==> config.mk <==
export PLATFORM = sky130hd
export DESIGN_NAME = icache_refill_ctrl
export DESIGN_NICKNAME = d
export VERILOG_FILES = /design/src/rtl/icache_refill_ctrl.sv
export SDC_FILE = /design/constraint.sdc
export NUM_CORES = 1
export LEC_CHECK = 0
export ABC_AREA = 1
export CORE_AREA = 2 2 434 436
export DETAILED_ROUTE_END_ITERATION = 8
export DIE_AREA = 0 0 436 438
export GPL_TIMING_DRIVEN = 0
export PLACE_DENSITY_LB_ADDON = 0.08
export SLEW_MARGIN = 20
export SYNTH_ARGS = -nofsm -noshare
export SYNTH_HDL_FRONTEND = slang
export SYNTH_SLANG_ARGS = --single-unit
export TNS_END_PERCENT = 20
==> constraint.sdc <==
create_clock -name clk_i -period 3.7 [get_ports clk_i]
set_input_delay 0.74 -clock clk_i [delete_from_list [all_inputs] [get_ports clk_i]]
set_output_delay 0.74 -clock clk_i [all_outputs]
set_load 0.02 [all_outputs]
==> src/rtl/icache_refill_ctrl.sv <==
// icache_refill_ctrl: L1 I-cache miss refill from L2 with victim selection, replay pulse and full-cache flush sweep.
module icache_refill_ctrl #(
  parameter int N_WAY  = 4,
  parameter int TAG_W  = 20,
  parameter int IDX_W  = 6,
  parameter int LINE_W = 512,
  localparam int RR_W  = $clog2(N_WAY)
) (
  input  logic                   clk_i,
  input  logic                   rst_i,
  input  logic                   lookup_valid_i,
  input  logic                   hit_i,
  input  logic [TAG_W-1:0]       tag_i,
  input  logic [IDX_W-1:0]       idx_i,
  input  logic [N_WAY-1:0]       valid_vec_i,
  input  logic                   flush_i,
  output logic                   l2_req_valid_o,
  input  logic                   l2_req_ready_i,
  output logic [TAG_W+IDX_W-1:0] l2_req_addr_o,
  input  logic                   l2_rsp_valid_i,
  input  logic [LINE_W-1:0]      l2_rsp_line_i,
  output logic                   l2_rsp_ready_o,
  output logic                   wr_en_o,
  output logic [N_WAY-1:0]       wr_way_o,
  output logic [IDX_W-1:0]       wr_idx_o,
  output logic [TAG_W-1:0]       wr_tag_o,
  output logic                   wr_valid_o,
  output logic [LINE_W-1:0]      wr_line_o,
  output logic                   busy_o,
  output logic                   replay_o
);
  typedef enum logic [2:0] {IDLE, REQ, WAIT_RSP, WRITE, REPLAY, FLUSH} state_e;
  state_e              state_q, state_d;
  logic [RR_W-1:0]     rr_q, rr_d;
  logic                fp_q, fp_d;
  logic [IDX_W-1:0]    cnt_q, cnt_d;
  logic [TAG_W-1:0]    tag_q, tag_d;
  logic [IDX_W-1:0]    idx_q, idx_d;
  logic [N_WAY-1:0]    way_q, way_d;
  logic [LINE_W-1:0]   line_q, line_d;
  logic [N_WAY-1:0]    inv_way, rr_way;
  logic                found;
  assign rr_way = N_WAY'(1) << rr_q;
  assign busy_o = (state_q != IDLE) || fp_q;
  // lowest-index invalid way wins; round-robin only when the set is full
  always_comb begin
    inv_way = '0;
    found   = 1'b0;
    for (int i = 0; i < N_WAY; i++)
      if (!valid_vec_i[i] && !found) begin
        inv_way[i] = 1'b1;
        found      = 1'b1;
      end
  end
  always_comb begin
    state_d        = state_q;
    rr_d           = rr_q;
    fp_d           = fp_q | flush_i;
    cnt_d          = cnt_q;
    tag_d          = tag_q;
    idx_d          = idx_q;
    way_d          = way_q;
    line_d         = line_q;
    l2_req_valid_o = 1'b0;
    l2_req_addr_o  = '0;
    l2_rsp_ready_o = 1'b0;
    wr_en_o        = 1'b0;
    wr_way_o       = '0;
    wr_idx_o       = '0;
    wr_tag_o       = '0;
    wr_valid_o     = 1'b0;
    wr_line_o      = '0;
    replay_o       = 1'b0;
    case (state_q)
      IDLE:
        if (fp_q || flush_i) state_d = FLUSH;
        else if (lookup_valid_i && !hit_i) begin
          tag_d   = tag_i;
          idx_d   = idx_i;
          way_d   = found ? inv_way : rr_way;
          rr_d    = found ? rr_q : rr_q + 1'b1;
          state_d = REQ;
        end
      REQ: begin
        l2_req_valid_o = 1'b1;
        l2_req_addr_o  = {tag_q, idx_q};
        state_d        = l2_req_ready_i ? WAIT_RSP : REQ;
      end
      WAIT_RSP: begin
        l2_rsp_ready_o = 1'b1;
        line_d         = l2_rsp_valid_i ? l2_rsp_line_i : line_q;
        state_d        = l2_rsp_valid_i ? WRITE : WAIT_RSP;
      end
      WRITE: begin
        wr_en_o    = 1'b1;
        wr_way_o   = way_q;
        wr_idx_o   = idx_q;
        wr_tag_o   = tag_q;
        wr_valid_o = 1'b1;
        wr_line_o  = line_q;
        state_d    = REPLAY;
      end
      REPLAY: begin
        replay_o = 1'b1;
        state_d  = IDLE;
      end
      FLUSH: begin
        wr_en_o  = 1'b1;
        wr_way_o = '1;
        wr_idx_o = cnt_q;
        cnt_d    = cnt_q + 1'b1;
        if (&cnt_q) begin
          state_d = IDLE;
          fp_d    = 1'b0;
          rr_d    = '0;
        end
      end
      default: state_d = IDLE;
    endcase
  end
  always_ff @(posedge clk_i) begin
    if (rst_i) begin
      state_q <= IDLE;
      rr_q    <= '0;
      fp_q    <= 1'b0;
      cnt_q   <= '0;
      tag_q   <= '0;
      idx_q   <= '0;
      way_q   <= '0;
      line_q  <= '0;
    end else begin
      state_q <= state_d;
      rr_q    <= rr_d;
      fp_q    <= fp_d;
      cnt_q   <= cnt_d;
      tag_q   <= tag_d;
      idx_q   <= idx_d;
      way_q   <= way_d;
      line_q  <= line_d;
    end
  end
endmodule

# --- Yosys cells after proc, flatten, opt, wreduce, memory -nomap -nowiden ---
# Cells that the tools add are included.
# W data, S select, Z words.
op_classes:
  add_sub_neg: 2
  n_eq_ne: 10
  shifts: 1
  muxes: 31
  bitwise_logic: 2
  reduce_logical: 21
ops:
  columns: ["operator", "count"]
  rows:
  - ["$mux W512", 1]
  - ["$mux W26", 1]
  - ["$mux W20", 1]
  - ["$mux W1", 15]
  - ["$pmux W3 S5", 1]
  - ["$pmux W6 S2", 1]
  - ["$mux W2", 5]
  - ["$mux W3", 3]
  - ["$ne A2 B2 Y1 const B", 4]
  - ["$pmux W4 S2", 1]
  - ["$add A6 B1 Y6 const B", 1]
  - ["$eq A3 B2 Y1 const B", 2]
  - ["$eq A3 B3 Y1 const B", 2]
  - ["$logic_not A1 Y1", 6]
  - ["$reduce_and A6 Y1", 1]
  - ["$reduce_and A5 Y1", 1]
  - ["$logic_and A1 B1 Y1", 4]
  - ["$mux W4", 1]
  - ["$pmux W2 S2", 1]
  - ["$reduce_and A2 Y1", 2]
  - ["$shl A1 B2 Y4 const A", 1]
  - ["$eq A3 B1 Y1 const B", 1]
  - ["$logic_not A3 Y1", 1]
  - ["$ne A3 B3 Y1 const B", 1]
  - ["8 further kinds", 9]
totals:
  reg_bits: 554
  input_bits: 549
  output_inout_bits: 574
  word_cells: 75

# --- Longest topological paths before layout ---
# Gate-level depths: netlist (run 1).
logic_depth:
  ltp_word: 13
  depth_mapped: 9
  depth_no_buf: 8

# --- Least setup slack after synthesis (run 1) ---
# OpenSTA, ideal clock, no wires.
synth_timing:
  path_type: "register to output"
  start: "register state_q[0]"
  end: "output port l2_req_addr_o[10]"
  arrival_ps: 1786
  required_time_ps: 2960
  slack_ps: 1174
  path_stages_with_launch: 7
  n_path_buf: 2
  path_cell_list: "dfxtp_1 -> buf_2 -> inv_2 -> nor3_1 -> inv_2 -> clkbuf_1 -> nor2_1"
synth_via:
  elab_chain_cells: 2
synth_lines:
  columns: ["element", "line", "source"]
  rows:
  - ["from (decl)", "33", "state_e state_q, state_d;"]
  - ["from (signal assigned)", "132", "state_q <= state_d;"]
  - ["$eq A3 B1 Y1", "74", "case (state_q)"]
  - ["$mux W26", "74", null]
  - ["to (decl)", "19", "output logic [TAG_W+IDX_W-1:0] l2_req_addr_o,"]
# No other way between the ends.

# --- Worst setup path in the final report (run 1) ---
layout_timing:
  start: "register state_q[1]"
  end: "output port wr_line_o[33]"
layout_via:
  elab_chain_cells: 2
layout_lines:
  columns: ["element", "line", "source"]
  rows:
  - ["$eq A3 B2 Y1", "74", null]
  - ["$mux W512", "74", null]
  - ["to (decl)", "28", "output logic [LINE_W-1:0] wr_line_o,"]
# No other way between the ends.

==> results of run 1 <==
[sequential cells by signal (all words and copies together) (netlist names)]
register / count
idx_q: 6
fp_q: 1
rr_q: 2
state_q: 3
way_q: 4
tag_q: 20
line_q: 512
cnt_q: 6
[final timing paths]
| kind | start | to | depth (start not counted) |
|---|---|---|---|
| max reg2reg | state_q[0]$_SDFFE_PP0P_ | line_q[437]$_SDFFE_PP0P_ | 8 |
| min reg2reg | line_q[12]$_SDFFE_PP0P_ | line_q[12]$_SDFFE_PP0P_ | 2 |
| min | line_q[12]$_SDFFE_PP0P_ | line_q[12]$_SDFFE_PP0P_ | 2 |
| max | state_q[1]$_SDFFE_PP0P_ | wr_line_o[33] | 6 |
[layer usage]
layer,vias to the layer above,GRT usage (%),part of all wire [%]
li1,12237,-,-
met1,11655,16.0,37
met2,677,29.8,54
met3,232,5.37,7.1
met4,34,5.03,2.3
met5,-,0,0.14
[worst max-delay path: stages (launching register included)]
cell,delay (ns)
dfxtp_1,0.40
inv_2,0.06
nor2_2,0.21
nand2_8,0.18
clkbuf_1,0.33
nor2_1,0.25
clkdlybuf4s50_1,0.70
[where the power goes]
part,switching [mW],internal [mW],leakage (nW)
sequential,0.0955,6.33,4.48
combinational,1.21,0.934,10.2
clock,3.35,4.58,1.30
[synth_stat cells]
cell,instances
nor2_1,571
inv_1,559
dfxtp_1,554
a21oi_1,553
o21ai_0,465
clkbuf_1,186
o21ai_1,80
buf_2,48
nand2_1,41
nand3_1,9
ha_1,5
o22ai_1,5
buf_6,4
inv_2,4
nor3_1,4
buf_1,3
nand4_1,3
a31oi_1,1
buf_4,1
clkinv_1,1
nand2_4,1
nand3_2,1
nor2_2,1
nor4_1,1
xnor2_1,1
[kinds of logic (layout without fill, tap and decap cells)]
family	Yosys count	in the layout	synth area share [%]
buffers and inverters	806	2077	14.0
other	0	19	0
xor gates and xnor gates	1	1	0.0394
and+or+nand+nor	632	632	10.9
AOI/OAI and AO/OA	1104	1104	24.9
adders and majority gates	5	5	0.281
DFF	554	554	49.9
[area by class of cell]
class | count | area (sq um)
clock inverters | 21 | 198
repair buffers | 1122 | 11100
multi-input cells | 1742 | 8100
well taps | 2495 | 3120
diodes | 19 | 47.5
clock buffers | 128 | 2460
fillers | 21404 | 147000
inverters | 564 | 2120
flip-flops and latches | 554 | 11100
plain buffers | 242 | 1130
[metrics by stage]
step	util, %	total power [mW]	setup TNS (ns)	hold slack (ns)	cells
final	21.1	16.5	0	0.449	6887
after global routing	21.1	17.4	-0.00602	0.463	6877
after CTS	20.9	17.0	-0.354	0.453	6868
after detailed placement	19.6	8.74	-37.96	0.444	6719
after global placement	19.6	8.73	-221.55	0.441	6719
after floorplan	-	7.52	0	0.430	3102
[what timing repair did]
item / in CTS / in global routing
resized for setup: 474 / 103
setup endpoints to repair: 557 / 105
pin swaps: 2 / 0
==> results.cfg, run 1 <==
[outcome]
run_status = complete, no violations

[sta]
finalSetupViolCount = 0
slew_viol_final = 0
rsz0062_at_grt = true
setup_ws_ns = 0.116
period_share_pct = 96.9
worst_slew_pin_slew_ns = 1.01
max_freq_mhz = 279
fin_skew_ns = 0.0289
hold_viol = 0
period_needed_ns = 3.58
maxSlewHeadroom_pct = 32.4

[finish]
layout_commonest_cell = clkdlybuf4s50_1
final_area_sq_um = 39300
drive_gt1_share_pct = 6.04
syn2layout_area_growth_pct = 76.8
mostFrequentLayoutCells = clkdlybuf4s50_1 (673), inv_1 (559), nor2_1 (555)
nets = 4863

[setup_path]
arrival_ns = 2.84
critPathRequiredTime_ns = 2.96
startpoint_type = register
critPathCaptureType = output port
critPathKind = register to output port
path_max_fanout = 10
reg2reg_slack_ns = 1.15

[global_route]
grt_usage_pct = 15.7
grt_overflow_total = 0
antenna_found_initial = 68
grt_pass1_vias = 25343
grt_first_pass_wirelength_microns = 211000
grt_max_degree = 13

[drt]
vias = 24835
totalWireLength_microns = 156000
drc = 0
first_iter_violations = 898
wl_per_cell_microns = 22.7
antenna_left = 0
dr.pass1.iters = 4
vias_per_cell = 3.61

[power]
power.density_nw_per_um2 = 420
ir_drop_v = 0.000311
power_leakage_nw = 15.9

[flow_run]
drv_cap = 0

[logic_synthesis]
netlist_area_sq_um = 22200
synth_area_leaders = dfxtp_1 (50%), a21oi_1 (12%), o21ai_0 (10%), nor2_1 (9.6%), inv_1 (9.4%)
ys_types = 25
syn_nets = 3656
syn_inst = 3102
synth_seq_cells = 554
yosysWarnings = 0
synth.largest_area_cell = dfxtp_1
synth.top_cell.area_share_pct = 49.9
yosysSeqAreaShare_pct = 49.9
syn_avg_cell_area_sq_um = 7.17

[placed_design]
dpl_cell_area_sq_um = 36600
numPortBuffers = 1122
hpwlAfterDp_microns = 126000
globalplace.congestion = 0.840
place_ws_ns = -0.457

[clocking]
clkLatencyLatePin_ns = 0.71
postCtsHoldBufs = 0
cts_buffers = 83
cts_tree = yes
clk_path_buf_depth = 3
postCtsSetupBuffers = 0
htreeDepth = 3
cts.clk_slew.worst_paths_ns = 0.06
cts_sinks = 554
cts_root_buf = clkbuf_16

[floorplanning]
io_pins = 1123
initial_core_util_pct = 11.9
die_h_microns = 438
die_w_microns = 436
placeableCoreArea_sq_um = 187000
dieArea_sq_um = 191000
num_rows = 159

[min_path]
hp-class = register to register
Power figures use the tool's default switching activity.
==> run 2: changes to the inputs <==
- CORE_AREA: 2 2 434 436 -> 8 8 428 430
- PLACE_DENSITY_LB_ADDON: 0.08 -> 0.3
- RECOVER_POWER: unset -> 100
==> run 2 against run 1 <==
Fmax grew 0.53%. Die area is the same. Critical path depth grew 1. Via count grew 2.6%. Largest cell class unchanged. Critical path type unchanged. Sequential share of layout area grew 0.62 points. Highest routed layer unchanged. Sequential power is essentially flat. Utilization grew 0.68 points.
==> results.cfg, run 2 (synthesis results as in run 1) <==
[power]
p_clk_share_pct = 46.7
power_leakage_nw = 14.7
p_comb_share_pct = 13.8
ir_drop_v = 0.000316
power.density_nw_per_um2 = 423
intPower_mw = 11.7
netSwitchingFraction_pct = 28.2
p_seq_share_pct = 39.5
power.switching_mw = 4.59
total_power_mw = 16.3

[floorplanning]
num_rows = 155
dieArea_sq_um = 191000
placeableCoreArea_sq_um = 177000
initial_core_util_pct = 12.6
io_pins = 1123
die_h_microns = 438
die_w_microns = 436

[sta]
tns_ns = 0
hold_viol = 0
slew_viol_final = 0
max_freq_mhz = 280
period_needed_ns = 3.57
maxSlewHeadroom_pct = 30.3
period_share_pct = 96.4
fin_skew_ns = 0.0370
worst_slew_pin_slew_ns = 1.04
finalSetupViolCount = 0

[setup_path]
critPathLaunch = state_q[0]$_SDFFE_PP0P_
critPathRequiredTime_ns = 2.96
crit_path_frequent_cell = inv_2
cp_slowest_cell = dlygate4sd3_1
r2r_start = state_q[0]$_SDFFE_PP0P_
arrival_ns = 2.83
cp.buffers_inverters = 5
critPathCaptureType = output port
crit_path_max_incr_delay_ns = 0.72
cp-endpoint = l2_req_addr_o[7]
reg2reg_slack_ns = 0.47
cp.depth = 7
critPathKind = register to output port
path_cells = buf_2, inv_2, nor3_4, inv_2, clkbuf_2, nor2_1, dlygate4sd3_1
startpoint_type = register
r2r_end = line_q[429]$_SDFFE_PP0P_
path_max_fanout = 10
cp_top_family = buffers and inverters
worst-r2r-cell-count = 9

[finish]
fillers = 20199
mostFrequentLayoutCells = clkdlybuf4s50_1 (618), inv_1 (560), dfxtp_1 (554)
final_area_sq_um = 38500
reg_top3 = line_q x512, tag_q x20
layout.cells.non_filler = 6734
layout_commonest_cell = clkdlybuf4s50_1
syn2layout_area_growth_pct = 73.0
largest_reg_flops = 512
nets = 4855
largest-register = line_q
drive_gt1_share_pct = 5.66

[drt]
drc = 0
vias_per_cell = 3.78
antenna_left = 0
vias = 25486
wl_per_cell_microns = 23.9
totalWireLength_microns = 161000
dr.pass1.iters = 6
first_iter_violations = 1482

[clocking]
cts_tree = yes
clk_path_buf_depth = 3
cts_root_buf = clkbuf_16
cts_sinks = 554
htreeDepth = 3
clkLatencyLatePin_ns = 0.69
cts.clk_slew.worst_paths_ns = 0.06
cts_buffers = 75
postCtsHoldBufs = 0

[global_route]
grt_overflow_total = 0
grt_pass1_vias = 25096
grt_max_degree = 13
grt_usage_pct = 15.9
antenna_found_initial = 54
grt_first_pass_wirelength_microns = 214000

[placed_design]
dp_cells = 6579
globalplace.congestion = 0.903
numPortBuffers = 1122
dpl_cell_area_sq_um = 36400
hpwlAfterDp_microns = 135000

[min_path]
hp-class = register to register

[flow_run]
drv_cap = 0

[outcome]
run_status = complete, no violations
[run 2: changes by cell type in the layout (fill, tap and decap cells not counted), moves of 37 or more]
cell             previous run  this run
clkdlybuf4s50_1           673       618
dlymetal6s2s_1             90         1
dlygate4sd2_1             334       411
buf_2                      50        13
clkbuf_1                  167       212
dlygate4sd3_1               0        46
[run 2: what timing repair did]
item	in CTS	in global routing
pin swaps	1	0
resized for setup	592	55
setup endpoints to repair	564	112
setup buffers	0	0
[run 2: worst min-delay path by stage]
| stage | cells past startpoint | startpoint | slack [ns] | end |
|---|---|---|---|---|
| 2_1_floorplan | 2 | line_q[0]$_SDFFE_PP0P_ | 0.43 | line_q[0]$_SDFFE_PP0P_ |
| 3_3_place_gp | 2 | line_q[187]$_SDFFE_PP0P_ | 0.44 | line_q[187]$_SDFFE_PP0P_ |
| 3_5_place_dp | 2 | line_q[121]$_SDFFE_PP0P_ | 0.44 | line_q[121]$_SDFFE_PP0P_ |
| 4_1_cts | 2 | line_q[441]$_SDFFE_PP0P_ | 0.45 | line_q[441]$_SDFFE_PP0P_ |
| 5_1_grt | 2 | line_q[217]$_SDFFE_PP0P_ | 0.47 | line_q[217]$_SDFFE_PP0P_ |
| 6_report | 2 | line_q[441]$_SDFFE_PP0P_ | 0.45 | line_q[441]$_SDFFE_PP0P_ |
[run 2: layout make-up]
| type | count | area (sq um) | share of cell area [%] |
|---|---|---|---|
| Multi-Input combinational cell | 1742 | 8150 | 21.2 |
| Clock inverter | 27 | 345 | 0.898 |
| Inverter | 564 | 2120 | 5.50 |
| Sequential cell | 554 | 11100 | 28.8 |
| Tap cell | 2355 | 2950 | 7.66 |
| Timing Repair Buffer | 1122 | 10500 | 27.2 |
| Buffer | 242 | 1090 | 2.82 |
| Antenna cell | 18 | 45.0 | 0.117 |
| Clock buffer | 110 | 2220 | 5.77 |
[run 2: layer usage]
layer	share of wire (%)	track usage, %	wire, microns
met5	0.017	0	27
met4	3.2	4.81	5170
met3	7.5	4.85	12000
met2	50	28.4	80800
met1	39	18.1	62900
[run 2: worst reg2reg max path, cell delays in order, from the launching register on]
cell	delay (ns)
dfxtp_1	0.30
buf_2	0.20
inv_2	0.07
nand2_1	0.09
inv_1	0.05
nand2_1	0.75
clkbuf_2	0.70
clkbuf_2	0.43
buf_2	0.39
a21oi_1	0.12
[run 2: power by group through the flow]
stage	registers, mW	clock network [mW]	logic, mW
5_1_grt	6.46	8.12	2.45
3_3_place_gp	6.55	0	2.22
2_1_floorplan	6.53	0	0.988
4_1_cts	6.43	7.87	2.28
6_report	6.43	7.61	2.24
3_5_place_dp	6.56	0	2.24
[run 2: per-stage QoR]
stage / util [%] / setup slack (ns) / hold slack, ns
after CTS: 21.9 / -0.193 / 0.453
after global placement: 20.6 / -1.20 / 0.441
after detailed placement: 20.6 / -0.770 / 0.444
after floorplan: - / 1.17 / 0.430
final: 21.7 / 0.135 / 0.450
after global routing: 21.7 / -0.00682 / 0.467
